`config.mk`:
```
export PLATFORM = sky130hd
export DESIGN_NAME = i2c_target_regs
export DESIGN_NICKNAME = d
export VERILOG_FILES = /design/src/rtl/i2c_target_regs_pkg.sv /design/src/rtl/i2c_line_filter.sv /design/src/rtl/i2c_target_regs.sv
export SDC_FILE = /design/constraint.sdc
export NUM_CORES = 1
export LEC_CHECK = 0
export ABC_CLOCK_PERIOD_IN_PS = 4200
export BUFFER_PORTS_ARGS = -buffer_cell sky130_fd_sc_hd__buf_2
export CAP_MARGIN = 15
export CORE_MARGIN = 4
export CORE_UTILIZATION = 50
export DETAILED_ROUTE_END_ITERATION = 7
export PLACE_DENSITY_LB_ADDON = 0.08
export SLEW_MARGIN = 20
export SYNTH_ARGS = -nofsm -noshare
export SYNTH_HDL_FRONTEND = slang
export SYNTH_SLANG_ARGS = --single-unit
```
`constraint.sdc`:
```
create_clock -name clk -period 4.2 [get_ports clk]
set_input_delay 0.21 -clock clk [delete_from_list [all_inputs] [get_ports clk]]
set_output_delay 0.21 -clock clk [all_outputs]
set_load 0.01 [all_outputs]
```
`src/rtl/i2c_target_regs_pkg.sv`:
```
// Shared types and constants for the I2C target register block.
package i2c_target_regs_pkg;

  localparam int         NUM_REGS         = 4;
  localparam logic [6:0] DEFAULT_DEV_ADDR = 7'h50;

  typedef enum logic [3:0] {
    ST_IDLE,
    ST_ADDR,
    ST_ADDR_ACK,
    ST_PTR,
    ST_PTR_ACK,
    ST_WDATA,
    ST_WDATA_ACK,
    ST_RDATA,
    ST_RDATA_ACK,
    ST_IGNORE
  } i2c_state_t;

endpackage

```
`src/rtl/i2c_line_filter.sv`:
```
// Two-flop synchronizer followed by a glitch filter: the output only follows
// the pin after FILTER_LEN consecutive samples that disagree with it.
module i2c_line_filter #(
  parameter int FILTER_LEN = 3
) (
  input  logic clk,
  input  logic reset_n,
  input  logic raw,
  output logic filtered
);

  localparam int CNT_W = (FILTER_LEN > 1) ? $clog2(FILTER_LEN) : 1;

  logic [1:0]       sync_q;
  logic [CNT_W-1:0] cnt_q;

  // NOTE: sequential state uses non-blocking assignments so every flop
  // samples the pre-edge value of its neighbours.
  always_ff @(posedge clk or negedge reset_n) begin
    if (!reset_n) begin
      sync_q   <= 2'b11;
      cnt_q    <= '0;
      filtered <= 1'b1;
    end else begin
      sync_q <= {sync_q[0], raw};
      if (sync_q[1] == filtered) begin
        cnt_q <= '0;
      end else if (cnt_q == CNT_W'(FILTER_LEN - 1)) begin
        filtered <= sync_q[1];
        cnt_q    <= '0;
      end else begin
        cnt_q <= cnt_q + 1'b1;
      end
    end
  end

endmodule

```
`src/rtl/i2c_target_regs.sv`:
```
// I2C target exposing four 8-bit registers, also accessible over Avalon-MM.
// A write sets a pointer byte then data; reads stream from the pointer.
module i2c_target_regs
  import i2c_target_regs_pkg::*;
#(
  parameter logic [6:0] DEV_ADDR   = DEFAULT_DEV_ADDR,
  parameter int         FILTER_LEN = 3
) (
  input  logic       clk,
  input  logic       reset_n,
  input  logic       scl_in,
  input  logic       sda_in,
  output logic       sda_oe,
  input  logic [1:0] address,
  input  logic       chipselect,
  input  logic       write_n,
  input  logic [7:0] writedata,
  output logic [7:0] readdata,
  output logic       busy,
  output logic       wr_strobe,
  output logic [1:0] wr_index
);

  logic       scl_f, sda_f, scl_q, sda_q;
  logic       scl_rise, scl_fall, start_det, stop_det;
  logic [7:0] byte_in;
  logic       byte_done, ack_end;

  i2c_state_t state_q, state_d;
  logic [2:0] bit_cnt_q;
  logic [6:0] shift_q;
  logic [7:0] tx_q;
  logic [1:0] ptr_q;
  logic       ack_on_q;
  logic       rw_q;
  logic [7:0] regs_q [NUM_REGS];

  i2c_line_filter #(.FILTER_LEN(FILTER_LEN)) u_scl_filter (
    .clk(clk), .reset_n(reset_n), .raw(scl_in), .filtered(scl_f)
  );
  i2c_line_filter #(.FILTER_LEN(FILTER_LEN)) u_sda_filter (
    .clk(clk), .reset_n(reset_n), .raw(sda_in), .filtered(sda_f)
  );

  assign scl_rise  = scl_f & ~scl_q;
  assign scl_fall  = ~scl_f & scl_q;
  assign start_det = scl_f & scl_q & sda_q & ~sda_f;
  assign stop_det  = scl_f & scl_q & ~sda_q & sda_f;
  assign byte_in   = {shift_q, sda_f};
  assign byte_done = scl_rise && (bit_cnt_q == 3'd7);
  // ack_on_q distinguishes the fall that opens an ACK slot from the one closing it
  assign ack_end   = scl_fall && ack_on_q;
  assign busy      = (state_q != ST_IDLE);

  always_ff @(posedge clk or negedge reset_n) begin
    if (!reset_n) state_q <= ST_IDLE;
    else          state_q <= state_d;
  end

  // NOTE: state_d gets its default before the case so no path leaves it
  // unassigned, which would otherwise infer a latch.
  always_comb begin
    state_d = state_q;
    if (stop_det) begin
      state_d = ST_IDLE;
    end else if (start_det) begin
      state_d = ST_ADDR;
    end else begin
      case (state_q)
        ST_ADDR:      if (byte_done) state_d = (byte_in[7:1] == DEV_ADDR) ? ST_ADDR_ACK : ST_IGNORE;
        ST_ADDR_ACK:  if (ack_end)   state_d = rw_q ? ST_RDATA : ST_PTR;
        ST_PTR:       if (byte_done) state_d = ST_PTR_ACK;
        ST_PTR_ACK:   if (ack_end)   state_d = ST_WDATA;
        ST_WDATA:     if (byte_done) state_d = ST_WDATA_ACK;
        ST_WDATA_ACK: if (ack_end)   state_d = ST_WDATA;
        ST_RDATA:     if (byte_done) state_d = ST_RDATA_ACK;
        ST_RDATA_ACK: if (scl_rise)  state_d = sda_f ? ST_IGNORE : ST_RDATA;
        default:      state_d = state_q;
      endcase
    end
  end

  // NOTE: the register file is only four bytes and must read as zero after
  // reset, so it is reset like any other flop rather than left as a RAM.
  always_ff @(posedge clk or negedge reset_n) begin
    if (!reset_n) begin
      scl_q     <= 1'b1;
      sda_q     <= 1'b1;
      bit_cnt_q <= '0;
      shift_q   <= '0;
      tx_q      <= '0;
      ptr_q     <= '0;
      ack_on_q  <= 1'b0;
      rw_q      <= 1'b0;
      sda_oe    <= 1'b0;
      wr_strobe <= 1'b0;
      wr_index  <= '0;
      readdata  <= '0;
      for (int i = 0; i < NUM_REGS; i++) regs_q[i] <= '0;
    end else begin
      scl_q     <= scl_f;
      sda_q     <= sda_f;
      wr_strobe <= 1'b0;
      if (start_det || stop_det) begin
        bit_cnt_q <= '0;
        ack_on_q  <= 1'b0;
        sda_oe    <= 1'b0;
      end else begin
        case (state_q)
          ST_ADDR, ST_PTR, ST_WDATA: begin
            if (scl_rise) begin
              shift_q   <= byte_in[6:0];
              bit_cnt_q <= bit_cnt_q + 3'd1;
            end
            if (byte_done) begin
              if (state_q == ST_ADDR) rw_q <= byte_in[0];
              if (state_q == ST_PTR)  ptr_q <= byte_in[1:0];
              if (state_q == ST_WDATA) begin
                regs_q[ptr_q] <= byte_in;
                wr_strobe     <= 1'b1;
                wr_index      <= ptr_q;
                ptr_q         <= ptr_q + 2'd1;
              end
            end
          end
          ST_ADDR_ACK, ST_PTR_ACK, ST_WDATA_ACK: begin
            if (scl_fall) begin
              ack_on_q <= ~ack_on_q;
              if (!ack_on_q) begin
                sda_oe <= 1'b1;
              end else if (state_q == ST_ADDR_ACK && rw_q) begin
                tx_q   <= {regs_q[ptr_q][6:0], 1'b0};
                sda_oe <= ~regs_q[ptr_q][7];
              end else begin
                sda_oe <= 1'b0;
              end
            end
          end
          ST_RDATA: begin
            if (scl_rise) bit_cnt_q <= bit_cnt_q + 3'd1;
            // a fall with no bits counted follows a master ACK: fetch the next byte
            if (scl_fall) begin
              if (bit_cnt_q == 3'd0) begin
                tx_q   <= {regs_q[ptr_q][6:0], 1'b0};
                sda_oe <= ~regs_q[ptr_q][7];
              end else begin
                tx_q   <= {tx_q[6:0], 1'b0};
                sda_oe <= ~tx_q[7];
              end
            end
          end
          ST_RDATA_ACK: begin
            if (scl_fall) sda_oe <= 1'b0;
            if (scl_rise && !sda_f) ptr_q <= ptr_q + 2'd1;
          end
          default: ;
        endcase
      end
      // Avalon write follows the I2C write so it wins a same-index collision
      if (chipselect && !write_n) regs_q[address] <= writedata;
      readdata <= regs_q[address];
    end
  end

endmodule

```
**Yosys cells after proc, flatten, opt, wreduce, memory -nomap -nowiden**

Index checks and enable logic that the tools add are counted.
Widths: inputs -> output; s select.

- Bits of input ports: 16
- Output and inout port bits: 13
- Register bits: 82
- Word-level logic and storage cells: 179

- Bitwise logic cells: 19
- Muxes and demuxes: 63
- Add/subtract/negate cells: 4
- Magnitude comparators: 4
- Reductions and logical operators: 35
- Equal/unequal tests: 31

Operators with widths:

| operator | count |
|---|---|
| $mux 32 | 5 |
| $mux 8 | 11 |
| $bwmux 32 | 2 |
| $mux 4 | 11 |
| $bmux 8 s2 | 2 |
| $demux 8 s2 | 2 |
| $pmux 4 s7 | 1 |
| $ne 4x4->1 const B | 6 |
| $eq 4x3->1 const B | 4 |
| $mux 2 | 8 |
| $pmux 8 s2 | 1 |
| $mux 1 | 14 |
| $mux 3 | 4 |
| $ne 2x2->1 const B | 6 |
| $ne 3x3->1 const B | 4 |
| $reduce_and 4->1 | 3 |
| $reduce_bool 2->1 | 6 |
| $not 1->1 | 10 |
| $reduce_bool 9->1 | 1 |
| $eq 4x2->1 const B | 2 |
| $reduce_and 2->1 | 4 |
| $reduce_and 8->1 | 1 |
| $reduce_bool 4->1 | 2 |
| $and 1x1->1 | 7 |
| 24 further kinds | 39 |

**Depth between registers and ports, before layout**

- Depth in word-level cells: 12
- Depth in mapped cells: 8
- Depth with buffers taken out: 6

**Cells and area by module**

From an unflattened synthesis, not the netlist that was laid out.

- Cell total of the unflattened synthesis: 365
- Area total of the unflattened synthesis: 4181.5 µm²

Modules (own cells, without submodules):

| module | area an instance (µm²) | sequential area each (µm²) | instances | cells an instance |
|---|---|---|---|---|
| i2c_target_regs | 3823.7 | 1779.2 | 1 | 345 |
| i2c_line_filter | 178.9 | 128.9 | 2 | 10 |

**Worst setup path before layout**

No wires, ideal clock.

- Kind: reg2reg
- Start point: reg ptr_q[0]
- End point: reg tx_q[5]
- Arrival: 1767 ps
- Data required time: 4075 ps
- Cell stages (with the launch flop): 6
- Period minus slack after synthesis: 1892 ps
- Library setup time: 125 ps
- Buffers on the path: 2
- Slack: 2308 ps
- Path through: dfrtp_1 -> buf_2 -> buf_2 -> mux4_2 -> mux2_2 -> mux2_2

- Cells in the longest elaborated chain, start to end: 8
- Elaborated cells between the ends (all ways): 10
- Classes of those cells: 9 x mux; 1 x bitwise

RTL lines:

| item | RTL line | text |
|---|---|---|
| from (decl) | i2c_target_regs.sv:33 | `logic [1:0] ptr_q;` |
| from (signal assigned) | i2c_target_regs.sv:117 | `if (state_q == ST_PTR) ptr_q <= byte_in[1:0];` |
| from (signal assigned) | i2c_target_regs.sv:122 | `ptr_q <= ptr_q + 2'd1;` |
| from (signal assigned) | i2c_target_regs.sv:154 | `if (scl_rise && !sda_f) ptr_q <= ptr_q + 2'd1;` |
| $not 2->3 (implied by the code) * | i2c_target_regs.sv:132, i2c_target_regs.sv:144 |  |
| $bmux 8 s2 * | i2c_target_regs.sv:132, i2c_target_regs.sv:144 |  |
| $mux 8 * (2 in series) | -- |  |
| $mux 8 | i2c_target_regs.sv:131 | `end else if (state_q == ST_ADDR_ACK && rw_q) begin` |
| $mux 8 | i2c_target_regs.sv:129 | `if (!ack_on_q) begin` |
| $mux 8 | i2c_target_regs.sv:127 | `if (scl_fall) begin` |
| $pmux 8 s2 * | i2c_target_regs.sv:109 | `case (state_q)` |
| to (signal assigned) | i2c_target_regs.sv:132 | `tx_q <= {regs_q[ptr_q][6:0], 1'b0};` |
| to (signal assigned) | i2c_target_regs.sv:144 | `tx_q <= {regs_q[ptr_q][6:0], 1'b0};` |
| to (signal assigned) | i2c_target_regs.sv:147 | `tx_q <= {tx_q[6:0], 1'b0};` |
| to (decl) | i2c_target_regs.sv:32 | `logic [7:0] tx_q;` |

Every way passes the cells marked *; elsewhere a longest branch is shown, timed or not. The select of a mux whose other input is x is not followed.
A chain may end at the register's enable or synchronous reset.

**Worst setup path after layout**

- Start point: reg state_q[2]
- End point: reg regs_q[15] (netlist name)

- Cells in the longest elaborated chain, start to end: 7
- Elaborated cells between the ends (all ways): 10
- Classes of those cells: 3 x eq/ne; 6 x mux; 1 x reduce/logical

RTL lines:

| item | RTL line | text |
|---|---|---|
| from (decl) | i2c_target_regs.sv:29 | `i2c_state_t state_q, state_d;` |
| from (signal assigned) | i2c_target_regs.sv:57 | `else state_q <= state_d;` |
| $eq 4x3->1 | i2c_target_regs.sv:109, i2c_target_regs.sv:118 |  |
| $mux 32 | i2c_target_regs.sv:118 | `if (state_q == ST_WDATA) begin` |
| $mux 32 | i2c_target_regs.sv:115 | `if (byte_done) begin` |
| $mux 32 * | i2c_target_regs.sv:109 |  |
| $mux 32 * | i2c_target_regs.sv:104 | `if (start_det \|\| stop_det) begin` |
| $bwmux 32 | i2c_target_regs.sv:160 | `if (chipselect && !write_n) regs_q[address] <= writedata;` |
| $mux 32 * | i2c_target_regs.sv:160 |  |
| to (signal, indexed assignment) | i2c_target_regs.sv:119 | `regs_q[ptr_q] <= byte_in;` |
| to (signal, indexed assignment) | i2c_target_regs.sv:160 |  |
| to (decl) | i2c_target_regs.sv:36 | `logic [7:0] regs_q [NUM_REGS];` |

Every way passes the cells marked *; elsewhere a longest branch is shown, timed or not.

==> results.md <==
- Rows: 33
- Worst Max-Slew Pin Slew: approximately 0.8 ns
- First-pass GRT wire length: 16.4 mm
- Pre-antenna DRT Iters: 5
- Clock-pin transition on the worst setup and hold timing paths: 0.09 ns
- Average routed wire per standard cell: 19.5 um
- Fin. max-slew vios: 0
- Clock share of power: 23.4%
- Register area share after synthesis: 46.8%
- Yosys warnings: 0
- WL met3: 484 um
- Hold path cells: 3
- Area of the mapped netlist: 0.00435 mm2
- Slowest cell on the critical path: dfrtp_1
- Dpl ws: 1.83 ns
- Internal: 1.89 mW
- Diodes inserted: 0
- Root buf cell: clkbuf_8
- Peak Freq: 423 MHz
- Final Hold Vio Count: 0
- Syn Inst Count: 371
- I/O pins: 29
- HP Start: writedata[3]
- Largest net degree at the start of global routing: 82
- Main area contributors after synthesis: dfrtp_1 (42%), mux2i_1 (8.7%), mux4_2 (8.3%), mux2_2 (6.0%), dfstp_2 (4.8%)
- Pwr dens: about 610 mW/mm2
- Worst Path Max Fanout: 18
- Share of power burned in registers: 45.4%
- Metal2 WL: 4.23 mm
- Mean cell area of the mapped netlist: ~12 um2
- Die width: 101 um
- PortBufs: 28
- RR Startpoint: state_q[2]
- R2r worst-path depth: 4
- Number of fill cells: 693
- FF+latch area: 0.00204 mm2
- EDFF count, synth: 0
- Critical path endpoint category: flip-flop
- Min-Delay Endpoint: regs_q[11]
- Final setup viols: 0
- Worst path required time: 4.44 ns
- Die Y: 101 um
- Crit path largest cell delay: 0.72 ns
- CTS tree: yes
- Placed Cells: 486
- Sw Ratio: between 30% and 40%
- VDD IR max: between 200 and 300 uV
- Skew-Pair Late Insertion Delay: ~0.36 ns
- Setup TNS Final: 0 ns
- Gate power share: 31.2%
- Critical path class: reg2reg
- Leading cell types in the layout, fill and taps excluded: dfrtp_1 (73), mux2i_1 (38), o21ai_0 (30), nand2_1 (27), buf_2 (27)
- Post-layout util: just under 60%
- Layout cell share with drive strength beyond 1: 26.5%
- Worst Skew: ~0.011 ns
- # DRC: 0
- Number of buffers created by CTS: 9
- Netlist cell types: 54
- Sw power: 1.07 mW
- Total gr overflow: 0
- Via density: 5.98
- GRT Overall Usage: 20.9%
- Metal-1 WL: 5.01 mm
- R2R Setup Slk: ~1.8 ns
- Synth top area share: 42.0%
- Most common cell after layout, fill and taps aside: dfrtp_1
- Outcome: finished clean
- Multi-input combinational cell area: 0.00219 mm2
- Core area: 0.00834 mm2
- Worst EP arrival: 2.60 ns
- Max_slew headroom: 46.5%
- Vias in the first global route: roughly 3.0k
- RR Endpoint: regs_q[15]
- Final nets: 418
- Setup ws final: 1.84 ns
- DR iter-0 viols: 184
- Routability congestion estimate: 0.825
- Synth async-reset ratio: 100%
- Final wirelength: approximately 10 mm
- Main synth FF type: dfrtp_1
- Syn_nets: approximately 390
- Hold Crit Class: in2reg
- Initial Utilization: between 50% and 60%
- Maxcap violations: 0
- Synth Register Bits: 81
- DRT antenna net count: 0
- Post-CTS sizing: 0
- Die ar.: 0.0103 mm2
- Cell Chain, Critical Path: nor2b_1 > nand4_1 > mux2i_1 > o21ai_0
- Synth-to-layout area growth: 11.0%
- Post-route minimum period: 2.36 ns
- H-tree depth reported by CTS: 3
- Critical Path Source Type: flip-flop
- Detailed Place HPWL: 6.60 mm
- Clk buf depth: 2
- Highest Signal Layer: met4
- Initial antenna violation count: 0
- Leak: 1.99 nW
- RSZ-0062 raised after global routing: no
- Clk sinks: 81
- DR vias: 3,019
- Finished Layout Cells: 505
- Final period utilization: 56.2%
- Yosys top cell by area: dfrtp_1
cell type report:
| class | count | area share, % |
|---|---|---|
| Clock buffer | 11 | 2.72 |
| Clock inverter | 5 | 2.18 |
| Inverter | 8 | 0.622 |
| Multi-Input combinational cell | 261 | 45.4 |
| Sequential cell | 81 | 42.2 |
| Tap cell | 105 | 2.72 |
| Timing Repair Buffer | 34 | 4.12 |
flip-flops by register name, summed over array words and instances, names as in the netlist, 3 cells and up:
register   count
tx_q           7
bit_cnt_q      3
regs_q        32
readdata       8
shift_q        7
state_q        4
worst max-delay path by stage:
stage | start | endpoint | slack, ns | cells after the start
6_report | state_q[2] | regs_q[15] | 1.84 | 4
5_1_grt | state_q[0] | regs_q[12] | 1.59 | 4
4_1_cts | state_q[0] | regs_q[15] | 1.83 | 4
3_5_place_dp | state_q[0] | regs_q[15] | 1.83 | 4
3_3_place_gp | state_q[0] | regs_q[14] | 1.73 | 4
2_1_floorplan | ptr_q[0] | tx_q[5] | 2.31 | 5
power by group through the flow:
stage / clock network [mW] / registers [mW] / logic (mW)
floorplan: 0 / 1.16 / 0.842
global placement: 0 / 1.35 / 0.907
detailed placement: 0 / 1.35 / 0.919
CTS: 0.710 / 1.34 / 0.925
global route: 0.742 / 1.39 / 1.02
finish: 0.693 / 1.34 / 0.922
worst max-delay path: cells and delay by family (launching register included):
| family | cells | cell delay [ns] |
|---|---|---|
| AOI/OAI and AO/OA | 1 | 0.10 |
| DFF | 1 | 0.72 |
| muxes | 1 | 0.35 |
| and+or+nand+nor | 2 | 1.07 |
logic make-up (layout without fill, tap and decap cells):
logic type	count (synthesis)	in the layout	synth area share [%]
AO/OA/AOI/OAI	68	68	9.76
XOR/XNOR	6	6	1.21
adder cells (fa/ha/maj)	7	7	2.01
buffers and inverters	29	58	3.19
flip-flops	81	81	46.8
multiplexers	77	77	23.0
AND/OR/NAND/NOR	103	103	14.0
cells in the mapped netlist (3+ instances only):
cell      instances
a211oi_1          5
or3b_2            3
nand4b_1          3
mux2i_1          38
mux4_2           16
nor2_1           18
ha_1              7
dfstp_2           8
a21oi_1          18
buf_2             9
nand2_1          27
xnor2_1           4
mux2_2           23
nand2b_1          5
and4_1            3
inv_1             8
dfrtp_1          73
nand3_1           3
buf_4             3
o21ai_0          30
nor4bb_1          3
nor3b_1           4
clkbuf_1          8
nor2b_1           8
nand3b_1          3
nor3_1            6
routing by layer:
metal	vias up	global-route usage, %
li1	1421	-
met1	1514	32.6
met2	76	29.5
met3	8	3.93
met4	0	6.54
met5	-	0
timing repair:
item                                   4_1_cts  5_1_grt
setup endpoints to repair                    0        0
hold buffers                                 2        1
buffers inserted                             0        0
endpoints found under the hold margin        2       73
metrics by stage:
step                hold WS (ns)  cell area, um2  power (mW)
global placement           0.315            4550        2.25
global route              0.0976            4820        3.15
finish                    0.0977            4820        2.96
floorplan                -0.0856            4350        2.00
detailed placement         0.317            4550        2.27
CTS                       0.0450            4810        2.97
Power figures use the tool's default switching activity.
